[config.mk]
export PLATFORM = sky130hd
export DESIGN_NAME = time_set_input
export DESIGN_NICKNAME = d
export VERILOG_FILES = /design/src/rtl/time_set_input_pkg.sv /design/src/rtl/time_set_input_key.sv /design/src/rtl/time_set_input.sv
export SDC_FILE = /design/constraint.sdc
export NUM_CORES = 1
export LEC_CHECK = 0
export CAP_MARGIN = 20
export CORE_MARGIN = 5
export CORE_UTILIZATION = 40
export CTS_CLUSTER_SIZE = 16
export DETAILED_ROUTE_END_ITERATION = 12
export GPL_TIMING_DRIVEN = 0
export PLACE_DENSITY_LB_ADDON = 0.3
export SLEW_MARGIN = 25
export SYNTH_ARGS = -nofsm -noshare
export SYNTH_HDL_FRONTEND = slang
export SYNTH_HIERARCHICAL = 1
export SYNTH_SLANG_ARGS = --single-unit
[constraint.sdc]
create_clock -name MAX10_CLK1_50 -period 2.2 [get_ports MAX10_CLK1_50]
set_input_delay 0.66 -clock MAX10_CLK1_50 [delete_from_list [all_inputs] [get_ports MAX10_CLK1_50]]
set_output_delay 0.66 -clock MAX10_CLK1_50 [all_outputs]
set_load 0.005 [all_outputs]
[src/rtl/time_set_input_pkg.sv]
// Shared definitions for the alarm-clock time-set front end: FSM encoding,
// BCD field limits and entry validity checks.
package time_set_input_pkg;

    typedef enum logic [1:0] {
        IDLE     = 2'd0,
        SET_HOUR = 2'd1,
        SET_MIN  = 2'd2,
        COMMIT   = 2'd3
    } state_t;

    localparam logic [7:0] HOUR_MAX = 8'h23;
    localparam logic [7:0] MIN_MAX  = 8'h59;

    function automatic logic bcd_digits_ok(input logic [7:0] v);
        return (v[7:4] <= 4'd9) && (v[3:0] <= 4'd9);
    endfunction

    function automatic logic hour_valid(input logic [7:0] v);
        return bcd_digits_ok(v) &&
               ((v[7:4] < HOUR_MAX[7:4]) ||
                ((v[7:4] == HOUR_MAX[7:4]) && (v[3:0] <= HOUR_MAX[3:0])));
    endfunction

    function automatic logic min_valid(input logic [7:0] v);
        return bcd_digits_ok(v) && (v[7:4] <= MIN_MAX[7:4]);
    endfunction

endpackage

[src/rtl/time_set_input_key.sv]
// Per-button conditioning: 2-flop synchroniser, stability counter and a
// one-cycle press pulse on each debounced release->press transition.
module key_debounce
    import time_set_input_pkg::*;
#(
    parameter int unsigned DB_CYCLES = 1000000
) (
    input  logic clk,
    input  logic rst,
    input  logic key_n,
    output logic press
);

    localparam int unsigned CW = (DB_CYCLES > 2) ? $clog2(DB_CYCLES) : 1;
    localparam logic [CW-1:0] CNT_LAST = CW'(DB_CYCLES - 1);

    logic          sync_1;
    logic          sync_2;
    logic          level;
    logic [CW-1:0] cnt;

    always_ff @(posedge clk) begin
        if (rst) begin
            sync_1 <= 1'b1;
            sync_2 <= 1'b1;
            level  <= 1'b1;
            cnt    <= '0;
            press  <= 1'b0;
        end else begin
            sync_1 <= key_n;
            sync_2 <= sync_1;
            press  <= 1'b0;
            if (sync_2 == level) begin
                cnt <= '0;
            end else if (cnt == CNT_LAST) begin
                // Level flips on the same edge the pulse is raised, so the
                // press pulse trails the raw edge by exactly 2 + DB_CYCLES.
                level <= sync_2;
                cnt   <= '0;
                press <= ~sync_2;
            end else begin
                cnt <= cnt + 1'b1;
            end
        end
    end

endmodule

[src/rtl/time_set_input.sv]
// Front-panel reading side: debounces KEY0/KEY1, runs the set-mode FSM that
// edits BCD hour/minute from the switches and strobes load on commit.
module time_set_input
    import time_set_input_pkg::*;
#(
    parameter int unsigned CLK_HZ         = 50000000,
    parameter int unsigned DB_CYCLES      = 1000000,
    parameter int unsigned TIMEOUT_CYCLES = 500000000
) (
    input  logic       MAX10_CLK1_50,
    input  logic       RESET,
    input  logic       KEY0,
    input  logic       KEY1,
    input  logic [7:0] SW_IN,
    input  logic [7:0] cur_hour,
    input  logic [7:0] cur_min,
    output logic [7:0] set_hour,
    output logic [7:0] set_min,
    output logic       load,
    output logic       set_mode,
    output logic       field_sel,
    output logic       err
);

    localparam int unsigned TW = (TIMEOUT_CYCLES > 2) ? $clog2(TIMEOUT_CYCLES) : 1;
    localparam logic [TW-1:0] TMO_LAST = TW'(TIMEOUT_CYCLES - 1);

    if ((CLK_HZ == 0) || (DB_CYCLES == 0) || (TIMEOUT_CYCLES < 2)) begin : g_bad_params
        $error("time_set_input: CLK_HZ, DB_CYCLES and TIMEOUT_CYCLES must be non-trivial");
    end

    state_t        state;
    logic [TW-1:0] tmo_cnt;
    logic          press_enter;
    logic          press_next;

    key_debounce #(.DB_CYCLES(DB_CYCLES)) u_key0 (
        .clk   (MAX10_CLK1_50),
        .rst   (RESET),
        .key_n (KEY0),
        .press (press_enter)
    );

    key_debounce #(.DB_CYCLES(DB_CYCLES)) u_key1 (
        .clk   (MAX10_CLK1_50),
        .rst   (RESET),
        .key_n (KEY1),
        .press (press_next)
    );

    always_ff @(posedge MAX10_CLK1_50) begin
        if (RESET) begin
            state     <= IDLE;
            tmo_cnt   <= '0;
            set_hour  <= '0;
            set_min   <= '0;
            load      <= 1'b0;
            set_mode  <= 1'b0;
            field_sel <= 1'b0;
            err       <= 1'b0;
        end else begin
            load <= 1'b0;
            unique case (state)
                IDLE: begin
                    tmo_cnt <= '0;
                    if (press_next) begin
                        set_hour  <= cur_hour;
                        set_min   <= cur_min;
                        state     <= SET_HOUR;
                        set_mode  <= 1'b1;
                        field_sel <= 1'b0;
                    end
                end
                SET_HOUR: begin
                    // KEY1 takes priority; a coincident KEY0 event is dropped.
                    if (press_next) begin
                        tmo_cnt   <= '0;
                        state     <= SET_MIN;
                        field_sel <= 1'b1;
                    end else if (press_enter) begin
                        tmo_cnt <= '0;
                        if (hour_valid(SW_IN)) begin
                            set_hour <= SW_IN;
                            err      <= 1'b0;
                        end else begin
                            err <= 1'b1;
                        end
                    end else if (tmo_cnt == TMO_LAST) begin
                        tmo_cnt   <= '0;
                        state     <= IDLE;
                        set_mode  <= 1'b0;
                        field_sel <= 1'b0;
                        err       <= 1'b0;
                    end else begin
                        tmo_cnt <= tmo_cnt + 1'b1;
                    end
                end
                SET_MIN: begin
                    if (press_next) begin
                        tmo_cnt   <= '0;
                        state     <= COMMIT;
                        load      <= 1'b1;
                        set_mode  <= 1'b0;
                        field_sel <= 1'b0;
                    end else if (press_enter) begin
                        tmo_cnt <= '0;
                        if (min_valid(SW_IN)) begin
                            set_min <= SW_IN;
                            err     <= 1'b0;
                        end else begin
                            err <= 1'b1;
                        end
                    end else if (tmo_cnt == TMO_LAST) begin
                        tmo_cnt   <= '0;
                        state     <= IDLE;
                        set_mode  <= 1'b0;
                        field_sel <= 1'b0;
                        err       <= 1'b0;
                    end else begin
                        tmo_cnt <= tmo_cnt + 1'b1;
                    end
                end
                COMMIT: begin
                    tmo_cnt <= '0;
                    state   <= IDLE;
                end
                default: begin
                    tmo_cnt <= '0;
                    state   <= IDLE;
                end
            endcase
        end
    end

endmodule

---- Word level (Yosys, flattened, before mapping) ----
Index checks and enable logic that the tools add are counted.
word-level totals
  bits in registers ....................... 99
  input port bits ......................... 28
  word-level logic and storage cells ...... 114
operators by class
  add/sub/neg operators ................... 3
  magnitude comparators ................... 5
  equal/unequal tests ..................... 16
  mux-type cells .......................... 41
  bitwise operators ....................... 7
  reduce and logical (&&, ||, !) cells .... 24
operators by type and width
  cell                                                                    number
  29-bit 2-to-1 mux                                                       3
  8-bit 2-to-1 mux                                                        8
  29-bit one-hot mux with 2 select lines                                  1
  20-bit by 1-bit adder with 20-bit output (second input constant)        2
  20-bit equality test (second input constant)                            2
  8-bit one-hot mux with 2 select lines                                   2
  29-bit by 1-bit adder with 29-bit output (second input constant)        1
  29-bit equality test (second input constant)                            1
  1-bit 2-to-1 mux                                                        18
  3-bit OR reduction                                                      4
  2-bit 2-to-1 mux                                                        5
  5-bit AND reduction                                                     2
  4-bit <= comparator (second input constant)                             2
  2-bit != test (second input constant)                                   4
  2-bit one-hot mux with 4 select lines                                   1
  1-bit NOT                                                               7
  2-bit by 1-bit != test with 1-bit output (second input constant)        3
  1-bit one-hot mux with 3 select lines                                   2
  2-bit AND reduction                                                     3
  3-bit AND reduction                                                     2
  2-bit nonzero test                                                      3
  2-bit OR reduction                                                      3
  2-bit equality test (second input constant)                             2
  4-bit by 2-bit equality test with 1-bit output (second input constant)  1
  10 further kinds                                                        14

---- Depth between registers and ports, before layout ----
  depth after elaboration ................. 8
  gate-level depth with buffers ........... 8
  mapped depth without buffers ............ 7

---- By module ----
Netlist, hierarchy kept.
by module, submodules not included
  module          times used  cells each  area an instance (um2)  seq. area each (um2)
  time_set_input  1           289         2561.2                  1021.0
  key_debounce    2           117         1061.0                  480.5

---- Least setup slack after synthesis ----
Ideal clock, no wire load.
  path type ............................... input -> register
  start point ............................. input SW_IN[6]
  end point ............................... register set_hour[2]
  setup time .............................. 86 ps
  arrival ................................. 1846 ps
  slack ................................... 269 ps
  cell stages on the path ................. 6
  path buffers ............................ 1
  cell sequence ........................... nor4_1 -> nor2_1 -> o31ai_4 -> buf_2 -> nor2_1 -> a211oi_1
on the way
  cells in the longest elaborated chain, start to end .. 6
ends and longest elaborated chain
  item                                                                         line                      source
  from (decl)                                                                  time_set_input.sv:14      input logic [7:0] SW_IN,
  parallel branches: the longest is 3 deep, another holds 4-bit <= comparator  -
  1-bit logical AND *                                                          time_set_input_pkg.sv:20  return bcd_digits_ok(v) &&
  2-bit != test (no line) *                                                    -
  5-bit AND reduction (no line) *                                              -
  to (signal assigned)                                                         time_set_input.sv:67      set_hour <= cur_hour;
  to (decl)                                                                    time_set_input.sv:17      output logic [7:0] set_hour,
Every way passes the cells marked *.
A chain may end at the register's enable or synchronous reset.

---- Worst setup path in the final report ----
  start point ............................. register tmo_cnt[8]
  end point ............................... register tmo_cnt[6]
on the way
  cells in the longest elaborated chain, start to end .. 5
ends and longest elaborated chain
  item                                    line                                         source
  from (decl)                             time_set_input.sv:33                         logic [TW-1:0] tmo_cnt;
  from (signal assigned)                  time_set_input.sv:95                         tmo_cnt <= tmo_cnt + 1'b1;
  from (signal assigned)                  time_set_input.sv:120                        tmo_cnt <= tmo_cnt + 1'b1;
  29-bit equality test                    time_set_input.sv:88, time_set_input.sv:113
  29-bit 2-to-1 mux                       time_set_input.sv:88, time_set_input.sv:113
  29-bit 2-to-1 mux                       time_set_input.sv:80                         end else if (press_enter) begin
  29-bit 2-to-1 mux                       time_set_input.sv:99                         if (press_next) begin
  29-bit one-hot mux with 2 select lines  time_set_input.sv:63                         unique case (state)
Every way passes these cells.

==> metrics.md <==
| Metric | Value |
|---|---|
| Final core occ | `49.6%` |
| Layout cells sized above 1 | `roughly 8.7%` |
| Maxcap violations | `0` |
| Largest net degree at the start of global routing | `17` |
| Hpwl dp | `7440 um` |
| Detailed Route Iter0 Violations | `between 200 and 300` |
| Via count | `3,918` |
| Power Density | `617 mW/mm^2` |
| Crit-path max FO | `10` |
| Die area | `0.0140 mm^2` |
| Period minus WS final | `between 2000 and 2500 ps` |
| Remaining antenna violation count | `0` |
| Iteration count of the initial detailed-routing pass | `6` |
| Final wirelength | `around 10,000 um` |
| Outcome | `completed` |
| Vias in the first global route | `3,859` |
| Total CTS buffers | `9` |
| Crit path launch type | `flip-flop` |
| Core outline area | `~0.011 mm^2` |
| Crit path launch | `tmo_cnt[8]$_SDFF_PP0_` |
| CTS H-tree depth | `3` |
| Final clock skew | `about 8.6 ps` |
| Min-delay worst type | `flip-flop to flip-flop` |
| Crit share post-route | `just over 90%` |
| CP arrival | `2290 ps` |
| Reg2reg start | `tmo_cnt[8]$_SDFF_PP0_` |
| Slew Viols, Final | `0` |
| Max-slew headroom | `between 50% and 60%` |
| CP Cell Sequence | `buf_6, or4b_4, nor4_4, nand2_4, o21bai_4, buf_6, nor2_1` |
| Filler instances | `1,055` |
| Register bit total from synthesis | `99` |
| Most used cell, CP | `buf_6` |
| Syn-to-layout area delta | `21.4%` |
| Longest Clk Path Bufs | `2` |
| Final hold vios | `0` |
| Unique masters post-synth | `51` |
| Crit end category | `flip-flop` |
| # nets final | `618` |
| Fmax | `487 MHz` |
| Initial Util | `40.8%` |
| Initial antenna violation count | `0` |
| # DRC | `0` |
| Post-Syn Instances | `523` |
| Syn_area_per_cell | `8.95 um^2` |
| Worst path max stage delay | `about 540 ps` |
| Clk Latency, worst-skew pair | `between 300 and 400 ps` |
| Clock sinks | `99` |
| Slowest-stage cell, CP | `or4b_4` |
| Post-synthesis sequential area ratio | `about 42%` |
| DR vias/cell | `between 5 and 6` |
| Synthesized area | `0.00468 mm^2` |
| Root Buffer | `clkbuf_16` |
| Critical path class | `flip-flop to flip-flop` |
| Area of the multi-input gates | `0.00253 mm^2` |
| Final setup viols | `0` |
| Number of synthesis warnings | `6` |
| WL/cell | `14.1 um` |
| TNS Setup | `0 ps` |
| CTS tree | `yes` |
| HP Start | `u_key1/sync_1$_SDFF_PP1_` |
| Total track usage | `15.3%` |
| Worst-Margin Slew | `637 ps` |
| Hold_ws | `407 ps` |
| Die H | `118 um` |
| Storage cell area | `0.00198 mm^2` |
| Port Buffers | `47` |
| CP required | `2430 ps` |
| Leak | `1.79 nW` |
| First-pass GRT wire length | `18,200 um` |
| # IOs | `48` |
| Syn nets | `558` |
| Clock-pin slew on the worst setup and hold paths | `70 ps` |
| FP Rows | `39` |
| GRT overflow | `0` |
| RSZ-0062 raised after global routing | `no` |
| Die width | `approximately 120 um` |
| # diodes | `0` |
| Worst VDD drop | `0.000312 V` |
| RD Place Congestion | `0.791` |
[power breakdown]
part	total [mW]	internal (mW)	switching, mW
clock network	1.58	0.912	0.673
logic	0.118	0.0665	0.0515
registers	1.80	1.80	0.00573
[critical path: cells and delay by family, from the launching register on]
| kind | cells | cell delay, ps |
|---|---|---|
| AO/OA/AOI/OAI | 1 | 220 |
| flip-flops | 1 | 310 |
| buffers and inverters | 2 | 310 |
| AND/OR/NAND/NOR | 4 | 1100 |
[registers in the layout, summed over array words and instances, names as in the netlist]
name and cells:
state 2, u_key1/sync_1 1, set_min 8, u_key1/sync_2 1, u_key0/cnt 20, u_key0/sync_2 1, u_key1/press 1, u_key1/cnt 20
u_key0/press 1, set_mode 1, load 1, set_hour 8, field_sel 1, err 1, u_key1/level 1, u_key0/sync_1 1
tmo_cnt 29, u_key0/level 1
[repair_timing]
item | CTS | global route
buffers inserted | 2 | 0
gates resized for setup | 7 | 5
setup endpoints to repair | 36 | 8
hold buffers | 0 | 0
gates cloned | 0 | 0
pin swaps | 3 | 1
[kinds of logic (layout without fill, tap and decap cells)]
| group | count (synthesis) | in the layout | synth area share [%] |
|---|---|---|---|
| AO/OA/AOI/OAI | 78 | 78 | 11.8 |
| buffers and inverters | 38 | 103 | 4.25 |
| multiplexers | 16 | 16 | 3.42 |
| adder cells (fa/ha/maj) | 7 | 7 | 1.87 |
| flip-flops | 99 | 99 | 42.3 |
| XOR/XNOR | 48 | 48 | 8.98 |
| AND/OR/NAND/NOR | 237 | 237 | 27.4 |
[metrics by stage]
stage               setup slack [ps]  cells  power [mW]  cell area [um^2]
CTS                             15.4    731        3.56              5680
floorplan                        269    523        1.88              4680
finish                           145    731        3.51              5690
global route                    21.8    731        3.65              5690
global placement                -582    713        1.96              5330
detailed placement              -617    713        1.96              5330
[synthesized netlist by cell type (all sizes together)]
cell / n / share of area [%]
a21boi: 2 / 0.32
or3b: 2 / 0.37
o21a: 1 / 0.16
xor2: 24 / 4.5
nand4bb: 2 / 0.48
nand3b: 3 / 0.48
and3: 11 / 1.5
nand2: 26 / 2.2
nand4b: 1 / 0.19
a21oi: 20 / 2.1
or2: 5 / 0.67
nor3: 10 / 1.1
o21ai: 16 / 1.7
nand4: 24 / 3.3
nand3: 24 / 2.6
buf: 12 / 2.2
o21bai: 1 / 0.40
nor2b: 4 / 0.53
mux2i: 16 / 3.4
a221oi: 1 / 0.19
xnor2: 24 / 4.5
o41ai: 1 / 0.59
or3: 9 / 1.2
dfxtp: 99 / 42
and4: 10 / 1.9
a311oi: 1 / 0.19
o311ai: 2 / 0.37
inv: 17 / 1.4
o31ai: 6 / 1.3
o211ai: 5 / 1.0
ha: 7 / 1.9
clkbuf: 9 / 0.72
nand2b: 1 / 0.13
o22ai: 2 / 0.27
or4: 9 / 1.6
a31oi: 1 / 0.13
a211oi: 18 / 2.9
a41oi: 1 / 0.19
nor2: 81 / 6.5
nor4: 12 / 1.9
or4b: 3 / 0.72
[area by class of cell]
type | instances | area share, %
Multi-Input combinational cell | 386 | 44.5
Sequential cell | 99 | 34.9
Timing Repair Buffer | 49 | 8.58
Clock buffer | 10 | 4.20
Tap cell | 143 | 3.15
Buffer | 21 | 2.42
Clock inverter | 6 | 1.14
Inverter | 17 | 1.12
[layer usage]
layer	up-vias	global-route usage (%)	wire, um
li1	2003	-	-
met1	1827	20.0	4910
met2	80	24.1	4740
met3	8	5.06	568
met4	0	4.52	97
met5	-	0	0
[placed cells by master, fill, tap and decap left out, types with 3 or more instances in the layout]
cell type	count
buf_6	7
or3_1	9
inv_1	17
a21oi_1	20
xnor2_1	24
nand3b_1	3
clkbuf_16	9
nand2_1	25
or2_2	5
ha_1	7
clkdlybuf4s50_1	43
clkbuf_1	9
and3_1	11
xor2_1	24
and4_1	10
o21ai_0	14
or4_1	7
nor2b_1	4
a211oi_1	18
nor3_1	10
nand4_1	23
dfxtp_1	99
buf_4	3
mux2i_1	16
nor2_1	81
nand3_1	24
o211ai_1	3
o31ai_1	5
nor4_1	10
[path summary, 6_finish.rpt]
path / endpoint / slack (ps) / depth (start not counted)
setup / recovery: tmo_cnt[6]$_SDFF_PP0_ / 150 / 7
hold / removal: u_key1/sync_2$_SDFF_PP1_ / 410 / 1
setup reg to reg: tmo_cnt[6]$_SDFF_PP0_ / 150 / 7
hold reg to reg: u_key1/sync_2$_SDFF_PP1_ / 410 / 1
No activity file was read; power rests on OpenSTA's default activity.
